### src/rtl/vram_arbiter_pkg.sv
// Shared types and the rotating-priority search used by the VRAM arbiter.
package vram_arbiter_pkg;

  typedef enum logic {
    IDLE   = 1'b0,
    ACCESS = 1'b1
  } state_t;

  localparam int MAX_PORTS = 8;

  function automatic int grant_w(input int n);
    return (n > 1) ? $clog2(n) : 1;
  endfunction

  localparam int GRANT_W = grant_w(MAX_PORTS);

  // Returns {valid, index}: first set bit of elig[n-1:0] scanning from (last+1) mod n with wrap.
  function automatic logic [GRANT_W:0] rr_first(input logic [MAX_PORTS-1:0] elig,
                                                input int n, input int last);
    logic [GRANT_W:0]   res;
    logic [GRANT_W-1:0] pos;
    int                 idx;
    res = '0;
    for (int k = 1; k <= MAX_PORTS; k++) begin
      if (k <= n && !res[GRANT_W]) begin
        idx = last + k;
        if (idx >= n) idx = idx - n;
        pos = idx[GRANT_W-1:0];
        if (elig[pos]) res = {1'b1, pos};
      end
    end
    return res;
  endfunction

endpackage

### src/rtl/vram_arbiter_if.sv
// Requester-side and VRAM-side bus of the arbiter; slave is the arbiter's view.
interface vram_arbiter_if #(
  parameter int NUM_PORTS  = 3,
  parameter int ADDR_WIDTH = 32,
  parameter int DATA_WIDTH = 32
);
  localparam int GW = (NUM_PORTS > 1) ? $clog2(NUM_PORTS) : 1;

  logic [NUM_PORTS-1:0]            i_request;
  logic [NUM_PORTS-1:0]            i_rw;
  logic [NUM_PORTS*ADDR_WIDTH-1:0] i_address;
  logic [NUM_PORTS*DATA_WIDTH-1:0] i_wdata;
  logic [DATA_WIDTH-1:0]           o_rdata;
  logic [NUM_PORTS-1:0]            o_ready;
  logic                            o_mem_request;
  logic                            o_mem_rw;
  logic [ADDR_WIDTH-1:0]           o_mem_address;
  logic [DATA_WIDTH-1:0]           o_mem_wdata;
  logic [DATA_WIDTH-1:0]           i_mem_rdata;
  logic                            i_mem_ready;
  logic [GW-1:0]                   o_grant;

  modport slave (
    input  i_request, i_rw, i_address, i_wdata, i_mem_rdata, i_mem_ready,
    output o_rdata, o_ready, o_mem_request, o_mem_rw, o_mem_address, o_mem_wdata, o_grant
  );

  modport master (
    output i_request, i_rw, i_address, i_wdata, i_mem_rdata, i_mem_ready,
    input  o_rdata, o_ready, o_mem_request, o_mem_rw, o_mem_address, o_mem_wdata, o_grant
  );
endinterface

### src/rtl/vram_arbiter_rr_select.sv
// Combinational rotate-priority picker: first eligible index after 'last', with wrap.
module vram_arbiter_rr_select
  import vram_arbiter_pkg::*;
#(
  parameter int N  = 3,
  parameter int IW = 2
) (
  input  logic [N-1:0]  eligible,
  input  logic [IW-1:0] last,
  output logic          valid,
  output logic [IW-1:0] index
);
  logic [GRANT_W:0] pick;

  always_comb begin
    pick = rr_first(MAX_PORTS'(eligible), N, int'(last));
  end

  assign valid = pick[GRANT_W];
  assign index = IW'(pick[GRANT_W-1:0]);
endmodule

### src/rtl/vram_arbiter.sv
// VRAM port arbiter: round-robin, one transaction at a time, registered forwarding.
// Build option VRAM_ARBITER_PRIORITY_EN gives port 0 (line fetch) absolute priority.
module vram_arbiter
  import vram_arbiter_pkg::*;
#(
  parameter int NUM_PORTS  = 3,
  parameter int ADDR_WIDTH = 32,
  parameter int DATA_WIDTH = 32
) (
  input  logic           i_clock,
  input  logic           i_reset,
  vram_arbiter_if.slave  bus
);
  localparam int            GW        = grant_w(NUM_PORTS);
  localparam logic [GW-1:0] LAST_PORT = GW'(NUM_PORTS - 1);

  state_t                 state_q, state_d;
  logic [GW-1:0]          rr_last_q, grant_q;
  logic [NUM_PORTS-1:0]   pending_q, eligible, ready_q;
  logic                   sel_valid, sel_upd_rr;
  logic [GW-1:0]          sel_idx;
  logic                   grant_load, complete;
  logic                   mem_request_q;
  logic                   mem_rw_p1;
  logic [ADDR_WIDTH-1:0]  mem_address_p1;
  logic [DATA_WIDTH-1:0]  mem_wdata_p1;
  logic [DATA_WIDTH-1:0]  rdata_p1;

  // A port that has just been served stays ineligible until it drops its request.
  assign eligible = bus.i_request & ~pending_q;

`ifdef VRAM_ARBITER_PRIORITY_EN
  logic          sub_valid;
  logic [GW-1:0] sub_idx, sub_last;

  // Ports 1..N-1 rotate among themselves; rr_last never holds 0 in this mode.
  assign sub_last = rr_last_q - GW'(1);

  vram_arbiter_rr_select #(.N(NUM_PORTS - 1), .IW(GW)) u_sel (
    .eligible (eligible[NUM_PORTS-1:1]),
    .last     (sub_last),
    .valid    (sub_valid),
    .index    (sub_idx)
  );

  always_comb begin
    sel_valid  = eligible[0] | sub_valid;
    sel_idx    = eligible[0] ? '0 : sub_idx + GW'(1);
    sel_upd_rr = !eligible[0];
  end
`else
  vram_arbiter_rr_select #(.N(NUM_PORTS), .IW(GW)) u_sel (
    .eligible (eligible),
    .last     (rr_last_q),
    .valid    (sel_valid),
    .index    (sel_idx)
  );

  assign sel_upd_rr = 1'b1;
`endif

  always_comb begin
    state_d    = state_q;
    grant_load = 1'b0;
    complete   = 1'b0;
    case (state_q)
      IDLE: begin
        if (sel_valid) begin
          grant_load = 1'b1;
          state_d    = ACCESS;
        end
      end
      ACCESS: begin
        if (bus.i_mem_ready) begin
          complete = 1'b1;
          state_d  = IDLE;
        end
      end
      default: state_d = IDLE;
    endcase
  end

  // Stage p1: request fields captured at grant, held until completion.
  always_ff @(posedge i_clock) begin
    if (i_reset) begin
      state_q        <= IDLE;
      rr_last_q      <= LAST_PORT;
      grant_q        <= '0;
      pending_q      <= '0;
      ready_q        <= '0;
      mem_request_q  <= 1'b0;
      mem_rw_p1      <= 1'b0;
      mem_address_p1 <= '0;
      mem_wdata_p1   <= '0;
      rdata_p1       <= '0;
    end else begin
      state_q   <= state_d;
      ready_q   <= '0;
      pending_q <= pending_q & bus.i_request;
      if (grant_load) begin
        mem_request_q  <= 1'b1;
        mem_rw_p1      <= bus.i_rw[sel_idx];
        mem_address_p1 <= bus.i_address[sel_idx*ADDR_WIDTH +: ADDR_WIDTH];
        mem_wdata_p1   <= bus.i_wdata[sel_idx*DATA_WIDTH +: DATA_WIDTH];
        grant_q        <= sel_idx;
        if (sel_upd_rr) rr_last_q <= sel_idx;
      end
      if (complete) begin
        mem_request_q      <= 1'b0;
        rdata_p1           <= bus.i_mem_rdata;
        ready_q[grant_q]   <= 1'b1;
        pending_q[grant_q] <= 1'b1;
      end
    end
  end

  assign bus.o_mem_request = mem_request_q;
  assign bus.o_mem_rw      = mem_rw_p1;
  assign bus.o_mem_address = mem_address_p1;
  assign bus.o_mem_wdata   = mem_wdata_p1;
  assign bus.o_rdata       = rdata_p1;
  assign bus.o_ready       = ready_q;
  assign bus.o_grant       = grant_q;
endmodule

### src/flat_wrapper.sv
// flat-port wrapper written by rule: the top's interface ports become plain ports
module vram_arbiter_flat import vram_arbiter_pkg::*;
#(
  parameter int NUM_PORTS  = 3,
  parameter int ADDR_WIDTH = 32,
  parameter int DATA_WIDTH = 32
)
  (i_clock, i_reset, bus_i_request, bus_i_rw, bus_i_address, bus_i_wdata, bus_i_mem_rdata, bus_i_mem_ready, bus_o_rdata, bus_o_ready, bus_o_mem_request, bus_o_mem_rw, bus_o_mem_address, bus_o_mem_wdata, bus_o_grant);
  vram_arbiter_if #(.NUM_PORTS(NUM_PORTS), .ADDR_WIDTH(ADDR_WIDTH), .DATA_WIDTH(DATA_WIDTH)) bus_i ();
  input  logic i_clock;
  input  logic i_reset;
  input wire logic [$bits(bus_i.i_request)-1:0] bus_i_request;
  input wire logic [$bits(bus_i.i_rw)-1:0] bus_i_rw;
  input wire logic [$bits(bus_i.i_address)-1:0] bus_i_address;
  input wire logic [$bits(bus_i.i_wdata)-1:0] bus_i_wdata;
  input wire logic [$bits(bus_i.i_mem_rdata)-1:0] bus_i_mem_rdata;
  input wire logic [$bits(bus_i.i_mem_ready)-1:0] bus_i_mem_ready;
  output wire logic [$bits(bus_i.o_rdata)-1:0] bus_o_rdata;
  output wire logic [$bits(bus_i.o_ready)-1:0] bus_o_ready;
  output wire logic [$bits(bus_i.o_mem_request)-1:0] bus_o_mem_request;
  output wire logic [$bits(bus_i.o_mem_rw)-1:0] bus_o_mem_rw;
  output wire logic [$bits(bus_i.o_mem_address)-1:0] bus_o_mem_address;
  output wire logic [$bits(bus_i.o_mem_wdata)-1:0] bus_o_mem_wdata;
  output wire logic [$bits(bus_i.o_grant)-1:0] bus_o_grant;
  assign bus_i.i_request = bus_i_request;
  assign bus_i.i_rw = bus_i_rw;
  assign bus_i.i_address = bus_i_address;
  assign bus_i.i_wdata = bus_i_wdata;
  assign bus_i.i_mem_rdata = bus_i_mem_rdata;
  assign bus_i.i_mem_ready = bus_i_mem_ready;
  assign bus_o_rdata = bus_i.o_rdata;
  assign bus_o_ready = bus_i.o_ready;
  assign bus_o_mem_request = bus_i.o_mem_request;
  assign bus_o_mem_rw = bus_i.o_mem_rw;
  assign bus_o_mem_address = bus_i.o_mem_address;
  assign bus_o_mem_wdata = bus_i.o_mem_wdata;
  assign bus_o_grant = bus_i.o_grant;
  vram_arbiter #(.NUM_PORTS(NUM_PORTS), .ADDR_WIDTH(ADDR_WIDTH), .DATA_WIDTH(DATA_WIDTH)) u_core (.i_clock(i_clock), .i_reset(i_reset), .bus(bus_i));
endmodule
### config.mk
export PLATFORM = sky130hd
export DESIGN_NAME = vram_arbiter_flat
export DESIGN_NICKNAME = d
export VERILOG_FILES = /design/src/rtl/vram_arbiter_pkg.sv /design/src/rtl/vram_arbiter_if.sv /design/src/rtl/vram_arbiter_rr_select.sv /design/src/rtl/vram_arbiter.sv /design/src/flat_wrapper.sv
export SDC_FILE = /design/constraint.sdc
export NUM_CORES = 1
export LEC_CHECK = 0
export ABC_AREA = 1
export CAP_MARGIN = 0
export CORE_MARGIN = 10
export CORE_UTILIZATION = 43
export CTS_CLUSTER_SIZE = 24
export DETAILED_ROUTE_END_ITERATION = 10
export PLACE_DENSITY_LB_ADDON = 0.15
export SLEW_MARGIN = 20
export SYNTH_ARGS = -nofsm -noshare
export SYNTH_HDL_FRONTEND = slang
export SYNTH_HIERARCHICAL = 1
export SYNTH_SLANG_ARGS = --single-unit
### constraint.sdc
create_clock -name i_clock -period 6.4 [get_ports i_clock]
set_clock_uncertainty 0.2 [all_clocks]
set_input_delay 0.96 -clock i_clock [delete_from_list [all_inputs] [get_ports i_clock]]
set_output_delay 0.96 -clock i_clock [all_outputs]
set_load 0.02 [all_outputs]
==> results of run 1 <==
## cell usage after synthesis
master	number	area, um2
nor2_1	9	33.78
clkbuf_1	20	75.07
nand3b_2	1	11.26
ha_1	6	75.07
nand4_1	2	12.51
buf_6	2	22.52
nand2_1	243	912.1
nand3_1	175	875.8
a21oi_4	1	16.27
dfxtp_1	108	2162
nor3_1	3	15.01
nor2_8	1	20.02
buf_4	10	75.07
nand2_4	1	11.26
inv_1	209	784.5
o21bai_1	65	488.0
buf_2	38	190.2
inv_2	2	7.510
buf_1	2	7.510
o21ai_0	4	20.02
a21oi_1	100	500.5
nand2_2	2	12.51
## final timing paths
check	end	slack, ns	depth (start not counted)
worst min register to register	u_core/bus.o_rdata[28]	0.26	2
worst min-delay path	u_core/bus.o_rdata[28]	0.26	2
worst max register to register	u_core/bus.o_mem_wdata[10]	2.99	12
worst max-delay path	u_core/bus.o_mem_wdata[10]	2.85	14
## power breakdown
group | leakage, nW | internal [mW] | switching, mW
combinational | 3.85 | 1.14 | 2.06
sequential | 0.891 | 0.884 | 0.123
clock | 0.164 | 0.368 | 0.263
## metrics by stage
step | utilization, % | instance area [um2] | hold WS, ns | setup WS, ns
finish | 68.76 | 9956 | 0.2619 | 2.848
global placement | 66.37 | 9609 | 0.2471 | 2.218
detailed placement | 66.38 | 9612 | 0.2522 | 2.336
CTS | 68.69 | 9946 | 0.2624 | 2.669
floorplan | - | 6329 | 0.2561 | 3.814
global route | 68.76 | 9956 | 0.2869 | 2.583
## worst max-delay path: cells and delay by family
kind	cells	cell delay, ns
buf+inv	5	1.62
simple gates	8	0.82
compound gates	1	0.20
## registers in the layout, indices dropped and copies added, names as in the netlist
signal                    count
u_core/bus.o_grant            1
u_core/bus.o_mem_address     32
u_core/bus.o_mem_request      1
u_core/bus.o_mem_rw           1
u_core/bus.o_mem_wdata       32
u_core/bus.o_rdata           32
u_core/bus.o_ready            3
u_core/pending_q              3
u_core/rr_last_q              2
u_core/state_q                1
## kinds of logic (layout without fill, tap and decap cells)
kind of cell	Yosys count	after routing	share of synthesized area, %
simple gates	437	437	30.09
compound gates	170	170	16.19
fa+ha+maj	6	6	1.186
other cells	0	2	0
buf+inv	283	570	18.37
flops	108	108	34.16
## cell usage in the layout, fill, tap and decap left out, drive strengths merged
master         netlist  final
dfxtp              108    108
clkbuf              20     12
bufinv               0      2
clkdlybuf4s50        0    334
a21oi              101    101
o21bai              65     65
o21ai                4      4
nand4                2      2
buf                 52      9
nor2                10     10
nand3b               1      1
inv                211    213
ha                   6      6
nor3                 3      3
nand2              246    246
diode                0      2
nand3              175    175
## final cells by class
class                           count  area share, %
Antenna cell                        2        0.05027
Clock buffer                       12          2.576
Clock inverter                      4         0.7792
Inverter                          211          8.031
Multi-Input combinational cell    613          30.30
Sequential cell                   108          21.72
Tap cell                          184          2.312
Timing Repair Buffer              343          34.23
## routing by layer
metal | track usage [%] | vias to the layer above | routed length (um)
met5 | 0 | - | 0
met4 | 7.337 | 0 | 548
met3 | 10.05 | 29 | 2852
met2 | 40.13 | 276 | 12420
met1 | 26.53 | 3219 | 9515
li1 | - | 3666 | -
==> impl_metrics.csv, run 1 <==
group,metric,value,unit
sta,setup_viol,0,
final_layout,regArea,2162,um2
pwr,ir_worst_vdd,0.0005682,V
critical_path,slowest_stage,"inv_4",
sta,maxSlewHeadroom,42.48,%
pwr,power.total,4.839,mW
grt,antenna_found_initial,2,
detailed_routing,vias,7190,
detailed_routing,ant_nets,0,
detailed_routing,via_per_inst,4.868,
clocking,htree_levels,3,
sta,grt_setup_unrepaired,"no",
placement,place_congestion,0.8517,
placement,dp_cells,1459,
grt,grt_pass1_vias,6844,
critical_path,crit_arrival,3.63,ns
clocking,post_cts_buffers,0,
detailed_routing,wl_per_cell,17.15,um
sta,max_freq,0.2815,GHz
die,io_pins,336,
clocking,cts_tree,"yes",
logic_synthesis,synthDistinctLibCells,22,
clocking,clockBufferDepth,2,
placement,dp_hpwl,18.38,mm
sta,worst_slew_pin_slew,0.8629,ns
hold_path,hold_path.startpoint,"u_core/bus.o_rdata[28]",
die,initial_core_util,43.71,%
logic_synthesis,synth_nets,1243,
die,dieArea,19970,um2
final_layout,fillers,1298,
run,cap_violations,0,
clocking,numCtsBuffers,9,
clocking,cts_hold_buf,0,
clocking,clk_pin_slew,0.07,ns
final_layout,final_cells,1477,
logic_synthesis,ys_warn_count,6,
logic_synthesis,syn_avg_cell_area,6.303,um2
sta,tns,0,ns
detailed_routing,drc,0,
die,die_w,141.3,um
die,num_rows,44,
clocking,clock_latency,0.35,ns
critical_path,cp_max_fo,67,
critical_path,path_cells,"clkdlybuf4s50_1 > inv_1 > nor2_1 > inv_1 > nand2_1 > nand3_1 > nand2_1 > nand2_1 > nand3_1 > nand3_2 > buf_4 > inv_4 > nand3_1 > a21oi_1",
final_layout,multi_input_area,3017,um2
final_layout,areaGrowthSynthToFinish,57.32,%
logic_synthesis,synth_area,6329,um2
detailed_routing,drt_pass1_iterations,5,
sta,finalHoldViolations,0,
clocking,root_buffer,"clkbuf_16",
pwr,p_leak,4.903,nW
die,core_area,14480,um2
critical_path,cpPeakStageDelay,0.68,ns
critical_path,reg2reg_from,"u_core/rr_last_q[0]",
critical_path,cp-end-kind,"flop",
grt,grt_use_total,23.78,%
status,status,"completed",
logic_synthesis,ys_seq_area_share,34.16,%
placement,io_buffers,335,
critical_path,worstPathRequired,6.48,ns
logic_synthesis,synth_seq_cells,108,
grt,overflow,0,
critical_path,startpoint_type,"input pin",
pwr,p_per_area,486.1,nW/um2
detailed_routing,wirelength,25.34,mm
grt,grt_max_degree,116,
hold_path,hold_class,"reg2reg",
sta,drv_slew,0,
sta,post-route-period-util,55.50,%
grt,grt_pass1_wl,38.23,mm
final_layout,layout-drive-gt1-share,2.789,%
critical_path,cp-startpoint,"bus_i_request[1]",
die,die_h,141.3,um
logic_synthesis,syn_inst,1004,
critical_path,crit_type,"in2reg",
clocking,cts.sinks,108,
final_layout,fin_nets,1525,
detailed_routing,drt_iter0_drc,593,
sta,post-route-min-period,3.552,ns
clocking,cts_resized,0,
(Power assumes the default switching activity.)
==> run 2, diff against run 1 <==
CORE_UTILIZATION = 36   (was 43)
clock period = 3.05 ns   (was 6.4 ns; I/O delays follow)
==> impl_metrics.csv, run 2 (same netlist as run 1, synthesis figures left out) <==
group,metric,value,unit
status,status,"completed",
sta,worst_slew_pin_slew,0.6276,ns
critical_path,cp_max_fo,39,
hold_path,hold_class,"reg2reg",
final_layout,final_common_cell,"clkdlybuf4s50_1",
sta,maxSlewHeadroom,58.06,%
grt,grt_pass1_wl,38.86,mm
die,dieArea,23280,um2
pwr,ir_worst_vdd,0.0006557,V
grt,grt_max_degree,74,
sta,grt_setup_unrepaired,"no",
clocking,clockBufferDepth,2,
detailed_routing,ant_nets,0,
sta,tns,0,ns
clocking,root_buffer,"clkbuf_16",
die,num_rows,48,
clocking,cts_resized,0,
die,initial_core_util,36.72,%
grt,grt_use_total,20.47,%
clocking,cts_tree,"yes",
final_layout,layout-drive-gt1-share,3.536,%
sta,finalHoldViolations,0,
clocking,clk_pin_slew,0.08,ns
die,core_area,17240,um2
clocking,clock_latency,0.36,ns
pwr,p_clk_share,11.3,%
clocking,cts.sinks,108,
critical_path,cp-end-kind,"flop",
critical_path,crit_type,"reg2reg",
grt,antenna_found_initial,1,
clocking,cts_hold_buf,0,
sta,post-route-period-util,85.39,%
critical_path,crit_arrival,2.69,ns
final_layout,areaGrowthSynthToFinish,60.70,%
sta,max_freq,0.3839,GHz
final_layout,final_cells,1527,
die,die_h,152.6,um
critical_path,worstPathRequired,3.14,ns
final_layout,fin_area,10170,um2
final_layout,final_cell_mix,"clkdlybuf4s50_1, nand2_1, inv_1",
clocking,numCtsBuffers,9,
die,io_pins,336,
sta,timing.hold.ws,0.2604,ns
sta,setup_viol,0,
placement,dp_hpwl,18.74,mm
pwr,p_per_area,1036,nW/um2
pwr,intPower,5.244,mW
critical_path,startpoint_type,"flop",
pwr,swShare,50.21,%
placement,placed_area,9873,um2
final_layout,utilization,59.00,%
clocking,post_cts_buffers,0,
detailed_routing,wl_per_cell,16.40,um
sta,post-route-min-period,2.605,ns
final_layout,fin_nets,1535,
clocking,htree_levels,3,
pwr,pwr-share-seq,19.7,%
run,cap_violations,0,
placement,place_congestion,0.8510,
detailed_routing,vias,7197,
detailed_routing,wirelength,25.04,mm
grt,overflow,0,
detailed_routing,drt_pass1_iterations,5,
grt,grt_pass1_vias,6857,
pwr,p_leak,4.984,nW
detailed_routing,drc,0,
sta,drv_slew,0,
detailed_routing,via_per_inst,4.713,
placement,io_buffers,335,
pwr,power_frac_comb,69.0,%
placement,dp_cells,1510,
die,die_w,152.6,um
detailed_routing,drt_iter0_drc,328,
pwr,switchingPower,5.289,mW
[run 2: changes by cell type in the layout (fill, tap and decap cells not counted), moves of 2 or more]
cell,delta
buf_12,+11
inv_6,-2
inv_8,+2
bufinv_16,-2
clkbuf_8,-2
[run 2: worst max-delay path, stage by stage, from the launching register on]
cell and delay (ns):
dfxtp_1 0.44, inv_1 0.10, ha_1 0.36, inv_2 0.13
nand3_1 0.08, nand2_1 0.11, nand2_1 0.10, nand3_1 0.09
nand3_2 0.12, inv_4 0.23, buf_12 0.24, nand3_1 0.10
nand2_1 0.07, inv_1 0.04, a21oi_1 0.11
[run 2: area by class of cell]
cell class	instances	area, um2
Clock buffer	9	225.2
Fill cell	1675	7067
Clock inverter	7	68.82
Multi-Input combinational cell	613	3014
Timing Repair Buffer	353	3621
Tap cell	225	281.5
Inverter	211	794.5
Antenna cell	1	2.502
Sequential cell	108	2162
[run 2: power by group through the flow]
stage                     registers [mW]  clock network (mW)  logic, mW
after floorplan                     2.56                   0       4.38
after global placement              2.09                   0       7.29
after detailed placement            2.10                   0       7.35
after CTS                           2.07                1.23       7.37
after global routing                2.12                1.27       8.13
final                               2.07                1.19       7.27
[run 2: through the flow]
step,setup slack (ns),power (mW)
after floorplan,0.6808,6.944
after global placement,0.3085,9.384
after detailed placement,0.2322,9.448
after CTS,0.4724,10.67
after global routing,0.2551,11.53
final,0.4455,10.53
[run 2: per-layer routing]
layer | share of wire, % | track usage, % | wire length, um
met1 | 40 | 23.77 | 10120
met2 | 49 | 34.92 | 12380
met3 | 8.7 | 7.451 | 2167
met4 | 1.5 | 4.905 | 367
met5 | 0 | 0 | 0
[run 2: worst paths after layout]
check	slack, ns	startpoint	to	cells past startpoint
hold / removal	0.26	u_core/bus.o_rdata[7]	u_core/bus.o_rdata[7]	2
setup reg to reg	0.45	u_core/rr_last_q[1]	u_core/bus.o_mem_wdata[19]	14
hold reg to reg	0.26	u_core/bus.o_rdata[7]	u_core/bus.o_rdata[7]	2
setup / recovery	0.45	u_core/rr_last_q[1]	u_core/bus.o_mem_wdata[19]	14
